<file path="config.mk">
export PLATFORM = sky130hd
export DESIGN_NAME = ring_seq_monitor
export DESIGN_NICKNAME = d
export VERILOG_FILES = /design/src/rtl/ring_seq_pkg.sv /design/src/rtl/ring_seq_decode.sv /design/src/rtl/ring_seq_monitor.sv
export SDC_FILE = /design/constraint.sdc
export NUM_CORES = 1
export LEC_CHECK = 0
export CAP_MARGIN = 10
export CORE_MARGIN = 2
export CORE_UTILIZATION = 50
export CTS_CLUSTER_DIAMETER = 80
export DETAILED_ROUTE_END_ITERATION = 8
export DONT_BUFFER_PORTS = 1
export GPL_TIMING_DRIVEN = 0
export PLACE_DENSITY = 0.76
export RECOVER_POWER = 100
export SYNTH_ARGS = -nofsm -noshare
export SYNTH_HDL_FRONTEND = slang
export SYNTH_SLANG_ARGS = --single-unit
</file>
<file path="constraint.sdc">
create_clock -name clk -period 3.31 [get_ports clk]
set_input_delay 0.331 -clock clk [delete_from_list [all_inputs] [get_ports clk]]
set_output_delay 0.331 -clock clk [all_outputs]
set_load 0.05 [all_outputs]
</file>
<file path="src/rtl/ring_seq_pkg.sv">
// Shared types, constants and successor rule for the ring/Johnson sequence monitor.
package ring_seq_pkg;

    typedef enum logic [1:0] {
        UNLOCK = 2'd0,
        TRACK  = 2'd1,
        LOCKED = 2'd2,
        FAULT  = 2'd3
    } seq_state_e;

    localparam int RING_LEN = 8;
    localparam int JOHN_LEN = 16;

    // Ring right shift walks the one-hot bit downward, left shift upward.
    function automatic logic [3:0] seq_succ(input logic [3:0] idx, input logic ring,
                                            input logic mode);
        logic [3:0] nxt;
        if (ring) begin
            nxt = mode ? ((idx - 4'd1) & 4'(RING_LEN - 1)) : ((idx + 4'd1) & 4'(RING_LEN - 1));
        end else begin
            nxt = (idx + 4'd1) & 4'(JOHN_LEN - 1);
        end
        return nxt;
    endfunction

endpackage

</file>
<file path="src/rtl/ring_seq_decode.sv">
// Combinational decode of an 8-bit ring or Johnson counter word to a phase index.
module ring_seq_decode
    import ring_seq_pkg::*;
(
    input  logic [7:0] count_in,
    input  logic       ring,
    output logic [3:0] idx,
    output logic       legal
);

    always_comb begin
        idx   = 4'd0;
        legal = 1'b0;
        if (ring) begin
            for (int i = 0; i < RING_LEN; i++) begin
                if (count_in == (8'd1 << i)) begin
                    idx   = 4'(i);
                    legal = 1'b1;
                end
            end
        end else begin
            if (count_in == 8'h00) begin
                legal = 1'b1;
            end
            // Filling phase: ones enter from the MSB.
            for (int k = 1; k <= 8; k++) begin
                if (count_in == ~(8'hFF >> k)) begin
                    idx   = 4'(k);
                    legal = 1'b1;
                end
            end
            // Draining phase: ones remain only toward the LSB.
            for (int j = 1; j < 8; j++) begin
                if (count_in == (8'hFF >> j)) begin
                    idx   = 4'(8 + j);
                    legal = 1'b1;
                end
            end
        end
    end

endmodule

</file>
<file path="src/rtl/ring_seq_monitor.sv">
// Sequence monitor for ring/Johnson counter output: decode, successor check, lock FSM.
// Optional wrap pulse enabled by defining RING_SEQ_MON_WRAP_EN.
module ring_seq_monitor
    import ring_seq_pkg::*;
#(
    parameter int LOCK_CNT = 4,
    parameter int ERR_W    = 8
) (
    input  logic             clk,
    input  logic             rst,
    input  logic             en,
    input  logic [7:0]       count_in,
    input  logic             ring,
    input  logic             mode,
    output logic [3:0]       phase,
    output logic             phase_vld,
    output logic             lock,
    output logic             err,
    output logic [ERR_W-1:0] err_cnt,
    output logic             reinit_req,
    output logic             wrap
);

    localparam logic [3:0] LOCK_STEPS = 4'(LOCK_CNT);

    logic [3:0]       dec_idx;
    logic             dec_legal;
    seq_state_e       state_q, state_d;
    logic [3:0]       step_q, step_d;
    logic [3:0]       phase_q, phase_d;
    logic             vld_q, vld_d;
    logic             err_q, err_d;
    logic             reinit_q, reinit_d;
    logic [ERR_W-1:0] cnt_q, cnt_d;
    logic             snap_vld_q, snap_vld_d;
    logic             snap_ring_q, snap_ring_d;
    logic             snap_mode_q, snap_mode_d;
    logic             cfg_chg;
    logic             step_ok;

    ring_seq_decode u_decode (
        .count_in (count_in),
        .ring     (ring),
        .idx      (dec_idx),
        .legal    (dec_legal)
    );

    // Snapshot is captured on the first clock after reset, so no change is seen then.
    assign cfg_chg = snap_vld_q && ((ring != snap_ring_q) || (mode != snap_mode_q));
    assign step_ok = dec_legal && vld_q && (dec_idx == seq_succ(phase_q, ring, mode));

    always_comb begin
        state_d     = state_q;
        step_d      = step_q;
        phase_d     = phase_q;
        vld_d       = vld_q;
        err_d       = 1'b0;
        reinit_d    = 1'b0;
        cnt_d       = cnt_q;
        snap_vld_d  = 1'b1;
        snap_ring_d = ring;
        snap_mode_d = mode;

        if (en) begin
            phase_d = dec_idx;
            vld_d   = dec_legal;
        end

        if (cfg_chg) begin
            state_d = UNLOCK;
            step_d  = 4'd0;
        end else if (state_q == FAULT) begin
            state_d = UNLOCK;
        end else if (en) begin
            unique case (state_q)
                UNLOCK: begin
                    if (dec_legal) begin
                        state_d = TRACK;
                        step_d  = 4'd0;
                    end
                end
                TRACK: begin
                    if (!dec_legal) begin
                        state_d = UNLOCK;
                    end else if (step_ok) begin
                        step_d = step_q + 4'd1;
                        if (step_q + 4'd1 == LOCK_STEPS) begin
                            state_d = LOCKED;
                        end
                    end else begin
                        step_d = 4'd0;
                    end
                end
                LOCKED: begin
                    if (!step_ok) begin
                        state_d  = FAULT;
                        err_d    = 1'b1;
                        reinit_d = 1'b1;
                        cnt_d    = (&cnt_q) ? cnt_q : cnt_q + 1'b1;
                    end
                end
                default: state_d = UNLOCK;
            endcase
        end
    end

    always_ff @(posedge clk or negedge rst) begin
        if (!rst) begin
            state_q     <= UNLOCK;
            step_q      <= 4'd0;
            phase_q     <= 4'd0;
            vld_q       <= 1'b0;
            err_q       <= 1'b0;
            reinit_q    <= 1'b0;
            cnt_q       <= '0;
            snap_vld_q  <= 1'b0;
            snap_ring_q <= 1'b0;
            snap_mode_q <= 1'b0;
        end else begin
            state_q     <= state_d;
            step_q      <= step_d;
            phase_q     <= phase_d;
            vld_q       <= vld_d;
            err_q       <= err_d;
            reinit_q    <= reinit_d;
            cnt_q       <= cnt_d;
            snap_vld_q  <= snap_vld_d;
            snap_ring_q <= snap_ring_d;
            snap_mode_q <= snap_mode_d;
        end
    end

`ifdef RING_SEQ_MON_WRAP_EN
    logic wrap_q, wrap_d;

    // A correct step that stays in LOCKED and lands on idx 0 closes one revolution.
    assign wrap_d = en && !cfg_chg && (state_q == LOCKED) && step_ok && (dec_idx == 4'd0);

    always_ff @(posedge clk or negedge rst) begin
        if (!rst) begin
            wrap_q <= 1'b0;
        end else begin
            wrap_q <= wrap_d;
        end
    end

    assign wrap = wrap_q;
`else
    assign wrap = 1'b0;
`endif

    assign phase      = phase_q;
    assign phase_vld  = vld_q;
    assign lock       = (state_q == LOCKED);
    assign err        = err_q;
    assign err_cnt    = cnt_q;
    assign reinit_req = reinit_q;

endmodule
</file>
# Word level (Yosys, flattened, before mapping)
# Index checks and enable logic that the tools add are counted.
# classes
n_eq_ne,35
n_reduce_logical,13
add_sub_neg,4
div,0
muxes,71
multipliers,0
bitwise,4
magnitude_cmp,0
n_shift,0
# ops
op,n
$eq 8x8->1 const B,8
$mux 4,16
$mux 1,32
$mux 3,9
$mux 2,12
$eq 8x2->1 const B,2
$eq 8x3->1 const B,2
$eq 8x4->1 const B,2
$eq 8x5->1 const B,2
$eq 8x6->1 const B,2
$eq 8x7->1 const B,2
$ne 5x5->1 const B,2
$reduce_and 5->1,2
$add 4x1->4 const B,2
$add 8x1->8 const B,1
$eq 8x1->1 const B,1
$logic_not 8->1,1
$pmux 4 s2,1
$reduce_and 8->1,1
$ne 3x3->1 const B,2
$pmux 2 s3,1
$reduce_and 6->1,1
$reduce_bool 3->1,2
$eq 2x2->1 const B,2
13 further kinds,19
# totals
n_memories,0
ramBits,0
regBits,23
rom_bits,0
latch_bits,0

# Logic depth before layout (Yosys ltp)
# Gate-level depths: netlist of run 1.
# depth
word_depth,26
depth_mapped,10
depth_no_buf,8

# Cells and area by module
# Synthesis of run 1 repeated with hierarchy kept, for this count alone.
# unflattened
cells_unflattened,203
area_unflattened_um2,1785.5
# modules_own_cells
mod,area_each_um2,seq_area_each_um2,cells_each,instances
ring_seq_monitor,1273.7,575.6,126,1
ring_seq_decode,511.7,0.0,77,1

# Least setup slack after synthesis of run 1
# Ideal clock, no wire load.
# synth_path
kind,input to register
from,in count_in[5]
to,"reg cnt_q[1], in the netlist err_cnt[1]"
required_time_ns,3.182
arrival_time_ns,2.427
cell_stages,8
setup_slack_ns,0.756
n_path_buf,0
path_cell_list,or4_4 nor3b_2 o22ai_1 a32oi_2 o211ai_2 nor4_4 or3_1 mux2_1
# synth_via
elab_chain_len,22
word_cells_on_any_way,75
# synth_rtl
element,line,source
from (decl),ring_seq_monitor.sv:12,"input logic [7:0] count_in,"
"parallel branches: the longest is 19 deep, another holds $eq 8x8->1",-,
$logic_and 1x1->1 *,ring_seq_monitor.sv:50,"assign step_ok = dec_legal && vld_q && (dec_idx == seq_succ(phase_q, ring, mode));"
$not 1->1 (no line) *,-,
$reduce_and 6->1 (no line) *,-,
to (signal assigned),ring_seq_monitor.sv:126,cnt_q <= cnt_d;
to (decl),ring_seq_monitor.sv:34,"logic [ERR_W-1:0] cnt_q, cnt_d;"
# Mark *: on every way between the ends.
# A chain may end at the register's enable or synchronous reset.

# Worst setup path after layout of run 1
# layout_path
from,in count_in[1]
to,"reg cnt_q[1], in the netlist err_cnt[1]"
# Same word-level chain as after synthesis.

==> metrics.cfg, run 1 <==
[setup_path]
r2r_slack_ns = 0.53
path_class = input port to flop
critPathLaunchType = input port
critical_path.max_fanout = 10
worstPathArrival_ns = 3.00
required_ns = 3.46
worstSetupEndpointType = flop

[routing]
drtIter0Drc = 79
num_vias = 1534
routed_via_density = 5.90
drtAntennaViolNets = 0
drtPass1Iterations = 4
drc = 0
wl_per_cell_um = 14.7
finalWirelength_mm = 3.82

[clocking]
clkSinkCount = 23
insertion_delay_ns = 0.26
cts_tree = built
clockRootBuffer = clkbuf_8
numCtsBuffers = 3
htreeDepth = 1
clockBufferDepth = 2
cts.clk_slew.worst_paths_ns = 0.08

[pwr]
p_per_area_nw_per_um2 = 319
ir_drop_uv = 165
leakage_nw = 0.806

[sta]
fin_skew_ns = 0.00361
fin_tns_setup_ns = 0
finalSetupViolCount = 0
rsz0062_at_grt = false
drv_slew = 0
period_minus_slack_ns = 2.86
worst_pin_slew_ns = 1.06
timing.hold.ws_ns = 0.0947
finalHoldViolCount = 0
slew_headroom_pct = 29.2
finalCritPeriodShare_pct = 86.3
fmaxAchievable_ghz = 0.350

[placed_design]
hpwl_mm = 2.91
place_congestion = 0.936
port_buffers = 0

[global_route]
antenna_found_initial = 0
grt_pass1_wl_mm = 6.71
globalRoute.totalOverflow = 0
track_usage_pct = 20.3
grt_pass1_vias = 1516
grt_max_degree = 24

[layout]
syn2layout_area_growth_pct = 5.03
fillers = 335
nNetsFinal = 230
layout_commonest_cell = dfrtp_1
drive_gt1_share_pct = 9.91
multiInputGateArea_um2 = 1150
regArea_um2 = 576
final_cell_mix = 23 x dfrtp_1, 18 x nor2_1, 12 x nand3_1
antennaDiodeCount = 0

[die]
die_h_um = 64.7
num_rows = 22
core_area_um2 = 3610
start_util_pct = 51.0
die_area_um2 = 4180
fp.dieW_um = 64.7
io_pins = 30

[logic_synthesis]
seq_area_frac_synth_pct = 31.3
syn_avg_cell_area_um2 = 8.89
synthArstFlopShare_pct = 100
postSynthCellCount = 207
netlist_area_um2 = 1840
synth_cell_types = 61
synth-seq-cells = 23
synth-edff-count = 0
synth_fp_nets = 224
ys_dominant_reg_cell = dfrtp_1
yosys_warnings = 0

[run]
max-cap-violations = 0

[worst_hold_path]
min_path_type = input port to flop

[run_status]
status = completed

## cells in the mapped netlist (3+ instances only)
cell / count / share of area [%]
dfrtp_1: 23 / 31
nor2_1: 18 / 3.7
nand3_1: 12 / 3.3
xor2_1: 11 / 5.2
nand2b_1: 10 / 3.4
nor3_1: 10 / 2.7
o21ai_0: 10 / 2.7
buf_2: 9 / 2.4
nand2_1: 8 / 1.6
xnor2_1: 8 / 3.8
a21oi_1: 6 / 1.6
inv_1: 6 / 1.2
nor2b_1: 6 / 2.0
ha_1: 4 / 2.7
mux2i_1: 4 / 2.2
nor4_1: 4 / 1.4
a21boi_1: 3 / 1.2
## final timing paths
kind,start,endpoint,cells past startpoint
max,count_in[1],err_cnt[1],9
min,ring,snap_ring_q,0
max reg2reg,state_q[0],err_cnt[5],7
min reg2reg,step_q[1],step_q[1],2
max in group asynchronous,rst,snap_mode_q,1
min in group asynchronous,rst,err_cnt[3],1
## per-stage QoR
| step | setup WS (ns) | cells | util (%) | instance area [um^2] | total power [W] |
|---|---|---|---|---|---|
| after floorplan | 0.756 | 207 | - | 1840 | 0.000425 |
| after global placement | 0.420 | 255 | 52.7 | 1900 | 0.000444 |
| after detailed placement | 0.404 | 255 | 52.7 | 1900 | 0.000447 |
| after CTS | 0.578 | 260 | 54.2 | 1950 | 0.000628 |
| after global routing | 0.287 | 260 | 53.6 | 1930 | 0.000649 |
| final | 0.454 | 260 | 53.6 | 1930 | 0.000616 |
## cell families after synthesis
group | Yosys count | share of synthesized area [%]
AO/OA/AOI/OAI | 40 | 16.3
XOR/XNOR | 20 | 9.93
adder cells (fa/ha/maj) | 4 | 2.72
buffers and inverters | 20 | 5.51
flip-flops | 23 | 31.3
multiplexers | 8 | 4.63
other | 2 | 0.408
AND/OR/NAND/NOR | 90 | 29.2
## state kept, by name, summed over array words and instances, names as in the netlist
name / cells
phase_vld: 1
reinit_req: 1
phase: 4
err_cnt: 8
state_q: 2
snap_ring_q: 1
step_q: 4
snap_vld_q: 1
snap_mode_q: 1
## cell type report
cell class / instances / share of cell area (%)
Timing Repair Buffer: 1 / 0.518
Sequential cell: 23 / 29.8
Tap cell: 48 / 3.11
Inverter: 6 / 1.17
Multi-Input combinational cell: 164 / 59.3
Clock buffer: 4 / 2.33
Buffer: 14 / 3.76
## metal layers
| layer | track usage (%) | part of all wire, % | vias to the layer above |
|---|---|---|---|
| li1 | - | - | 755 |
| met1 | 26.4 | 45 | 720 |
| met2 | 33.5 | 47 | 55 |
| met5 | 0 | 0 | - |
| met4 | 6.91 | 1.3 | 0 |
| met3 | 4.34 | 7.3 | 4 |
## critical path, cell delays in order
cell      delay [ns]
clkbuf_1        0.35
nand2_1         0.31
o41ai_1         0.40
a21oi_1         0.12
a32oi_2         0.38
o211ai_1        0.22
nor4_4          0.36
or3_1           0.20
mux2_1          0.32
## power by group
group | internal, W | switching (W)
sequential | 0.000289 | 0.0000262
clock | 0.0000858 | 0.0000846
combinational | 0.0000513 | 0.0000793
total | 0.000426 | 0.000190
## timing repair
| action | 4_1_cts | 5_1_grt |
|---|---|---|
| hold buffers | 1 | 0 |
| resized for setup | 0 | 0 |
| hold endpoints to repair | 23 | 0 |
| setup buffers | 0 | 0 |
(Power assumes the default switching activity.)
==> run 2: changes to the inputs <==
--- a/config.mk
+++ b/config.mk
@@ -7,12 +7,12 @@
 export LEC_CHECK = 0
 export CAP_MARGIN = 10
 export CORE_MARGIN = 2
-export CORE_UTILIZATION = 50
+export CORE_UTILIZATION = 45
 export CTS_CLUSTER_DIAMETER = 80
 export DETAILED_ROUTE_END_ITERATION = 8
 export DONT_BUFFER_PORTS = 1
 export GPL_TIMING_DRIVEN = 0
-export PLACE_DENSITY = 0.76
+export PLACE_DENSITY = 0.71
 export RECOVER_POWER = 100
 export SYNTH_ARGS = -nofsm -noshare
 export SYNTH_HDL_FRONTEND = slang
==> metrics.cfg, run 2 (synthesis results as in run 1) <==
[placed_design]
port_buffers = 0  ; unchanged
place_congestion = 0.912  ; was 0.936
hpwl_mm = 2.95  ; was 2.91 mm

[sta]
fin_skew_ns = 0.00558  ; was 0.00361 ns
worst_pin_slew_ns = 1.09  ; was 1.06 ns
fmaxAchievable_ghz = 0.358  ; was 0.350 GHz
drv_slew = 0  ; unchanged
period_minus_slack_ns = 2.79  ; was 2.86 ns
finalHoldViolCount = 0  ; unchanged
fin_tns_setup_ns = 0  ; unchanged
rsz0062_at_grt = false  ; unchanged
slew_headroom_pct = 27.2  ; was 29.2%
finalCritPeriodShare_pct = 84.4  ; was 86.3%
finalSetupViolCount = 0  ; unchanged

[worst_hold_path]
whs_path_depth = 0  ; unchanged
whs_endpoint = snap_mode_q  ; was snap_ring_q
hp-start = mode  ; was ring
min_path_type = input port to flop  ; unchanged

[setup_path]
worstPathCellList = clkbuf_1, nand2_1, o41ai_1, a21oi_1, a32oi_2, o211ai_1, nor4_4, or3_1, mux2_1  ; unchanged
worstSetupEndpointType = flop  ; unchanged
path_class = input port to flop  ; unchanged
cp_slowest_cell = o41ai_1  ; unchanged
r2r_slack_ns = 0.53  ; about the same
timing.rr.start = state_q[0]  ; unchanged
crit_path_max_incr_delay_ns = 0.38  ; was 0.40 ns
critPathLaunchType = input port  ; unchanged
cp_num_buf_inv = 1  ; unchanged
worstPathArrival_ns = 2.95  ; was 3.00 ns
r2r_cells = 5  ; was 7
critical_path.max_fanout = 10  ; unchanged
cpLargestDelayFamily = compound AO/OA/AOI/OAI gates  ; unchanged
r2r-end = err_cnt[1]  ; was err_cnt[5]
required_ns = 3.47  ; was 3.46 ns

[die]
fp.dieW_um = 67.9  ; was 64.7 um
die_h_um = 67.9  ; was 64.7 um
num_rows = 23  ; was 22
start_util_pct = 46.3  ; was 51.0%
io_pins = 30  ; unchanged
die_area_um2 = 4610  ; was 4180 um^2
core_area_um2 = 3970  ; was 3610 um^2

[clocking]
insertion_delay_ns = 0.27  ; was 0.26 ns
cts.clk_slew.worst_paths_ns = 0.08  ; about the same
htreeDepth = 1  ; unchanged
clockRootBuffer = clkbuf_8  ; unchanged
clkSinkCount = 23  ; unchanged
numCtsBuffers = 3  ; unchanged
cts_tree = built  ; unchanged
clockBufferDepth = 2  ; unchanged

[layout]
drive_gt1_share_pct = 9.91  ; unchanged
fillers = 389  ; was 335
regArea_um2 = 576  ; unchanged
syn2layout_area_growth_pct = 5.10  ; was 5.03%
multiInputGateArea_um2 = 1150  ; unchanged
antennaDiodeCount = 0  ; unchanged
layout_commonest_cell = dfrtp_1  ; unchanged
final_cell_mix = 23 x dfrtp_1, 18 x nor2_1, 12 x nand3_1  ; unchanged
nNetsFinal = 230  ; unchanged
largest_register_ffs = 8  ; unchanged

[routing]
drtIter0Drc = 151  ; was 79
wl_per_cell_um = 14.9  ; was 14.7 um
drc = 0  ; unchanged
routed_via_density = 5.87  ; was 5.90
num_vias = 1539  ; was 1534
drtAntennaViolNets = 0  ; unchanged
finalWirelength_mm = 3.90  ; was 3.82 mm
drtPass1Iterations = 4  ; unchanged

[global_route]
antenna_found_initial = 0  ; unchanged
globalRoute.totalOverflow = 0  ; unchanged
grt_pass1_vias = 1439  ; was 1516
grt_pass1_wl_mm = 6.61  ; was 6.71 mm
track_usage_pct = 18.4  ; was 20.3%
grt_max_degree = 24  ; unchanged

[run_status]
status = completed  ; unchanged

[pwr]
leakage_nw = 0.803  ; was 0.806 nW
ir_drop_uv = 133  ; was 165 uV
p_per_area_nw_per_um2 = 322  ; was 319 nW/um^2
finalPower_w = 0.000622  ; was 0.000616 W

[run]
max-cap-violations = 0  ; unchanged

## run 2: cell types whose count changed in the layout (fill, tap and decap cells not counted)
cell / before / now
mux2_1: 3 / 2
buf_2: 7 / 6
mux2_2: 1 / 2
clkbuf_1: 5 / 6
## run 2: what timing repair did
| action | in CTS | in global routing |
|---|---|---|
| gates resized for setup | 0 | 0 |
| setup buffers | 0 | 0 |
| hold buffers | 1 | 0 |
| endpoints found under the hold margin | 23 | 0 |
## run 2: worst max path at each step
| stage | start | endpoint | slack (ns) | cells past startpoint |
|---|---|---|---|---|
| after detailed placement | count_in[2] | err_cnt[1] | 0.45 | 9 |
| final | count_in[1] | err_cnt[1] | 0.52 | 9 |
| after CTS | state_q[0] | err_cnt[1] | 0.59 | 5 |
| after floorplan | count_in[5] | err_cnt[1] | 0.76 | 8 |
| after global routing | state_q[0] | err_cnt[5] | 0.31 | 7 |
| after global placement | count_in[2] | err_cnt[1] | 0.44 | 9 |
## run 2: area by class of cell
cell class / instances / share of cell area (%)
buffer: 14 / 3.69
tap: 50 / 3.24
inverter: 6 / 1.17
timing repair buffer: 1 / 0.518
clock buffer: 4 / 2.33
sequential: 23 / 29.8
multi-input combinational: 164 / 59.3
## run 2: per-layer routing
| metal | share of wire [%] | global-route usage (%) | wire length, um |
|---|---|---|---|
| met1 | 44 | 23.6 | 1730 |
| met4 | 1.3 | 7.25 | 51 |
| met3 | 5.2 | 2.30 | 204 |
| met2 | 49 | 31.3 | 1910 |
| met5 | 0 | 0 | 0 |
## run 2: through the flow
step / utilization, % / area, um^2 / hold slack, ns / std cells / setup slack, ns
floorplan: - / 1840 / 0.0354 / 207 / 0.756
global placement: 47.9 / 1900 / 0.0359 / 257 / 0.442
detailed placement: 47.9 / 1900 / 0.0360 / 257 / 0.448
CTS: 49.3 / 1960 / 0.0834 / 262 / 0.588
global route: 48.7 / 1930 / 0.0723 / 262 / 0.315
finish: 48.7 / 1930 / 0.0874 / 262 / 0.515
## run 2: where the power goes
group / internal (W) / total, W / switching [W]
clock network: 0.0000861 / 0.000177 / 0.0000909
registers: 0.000289 / 0.000315 / 0.0000262
logic: 0.0000514 / 0.000130 / 0.0000786
total: 0.000426 / 0.000622 / 0.000196
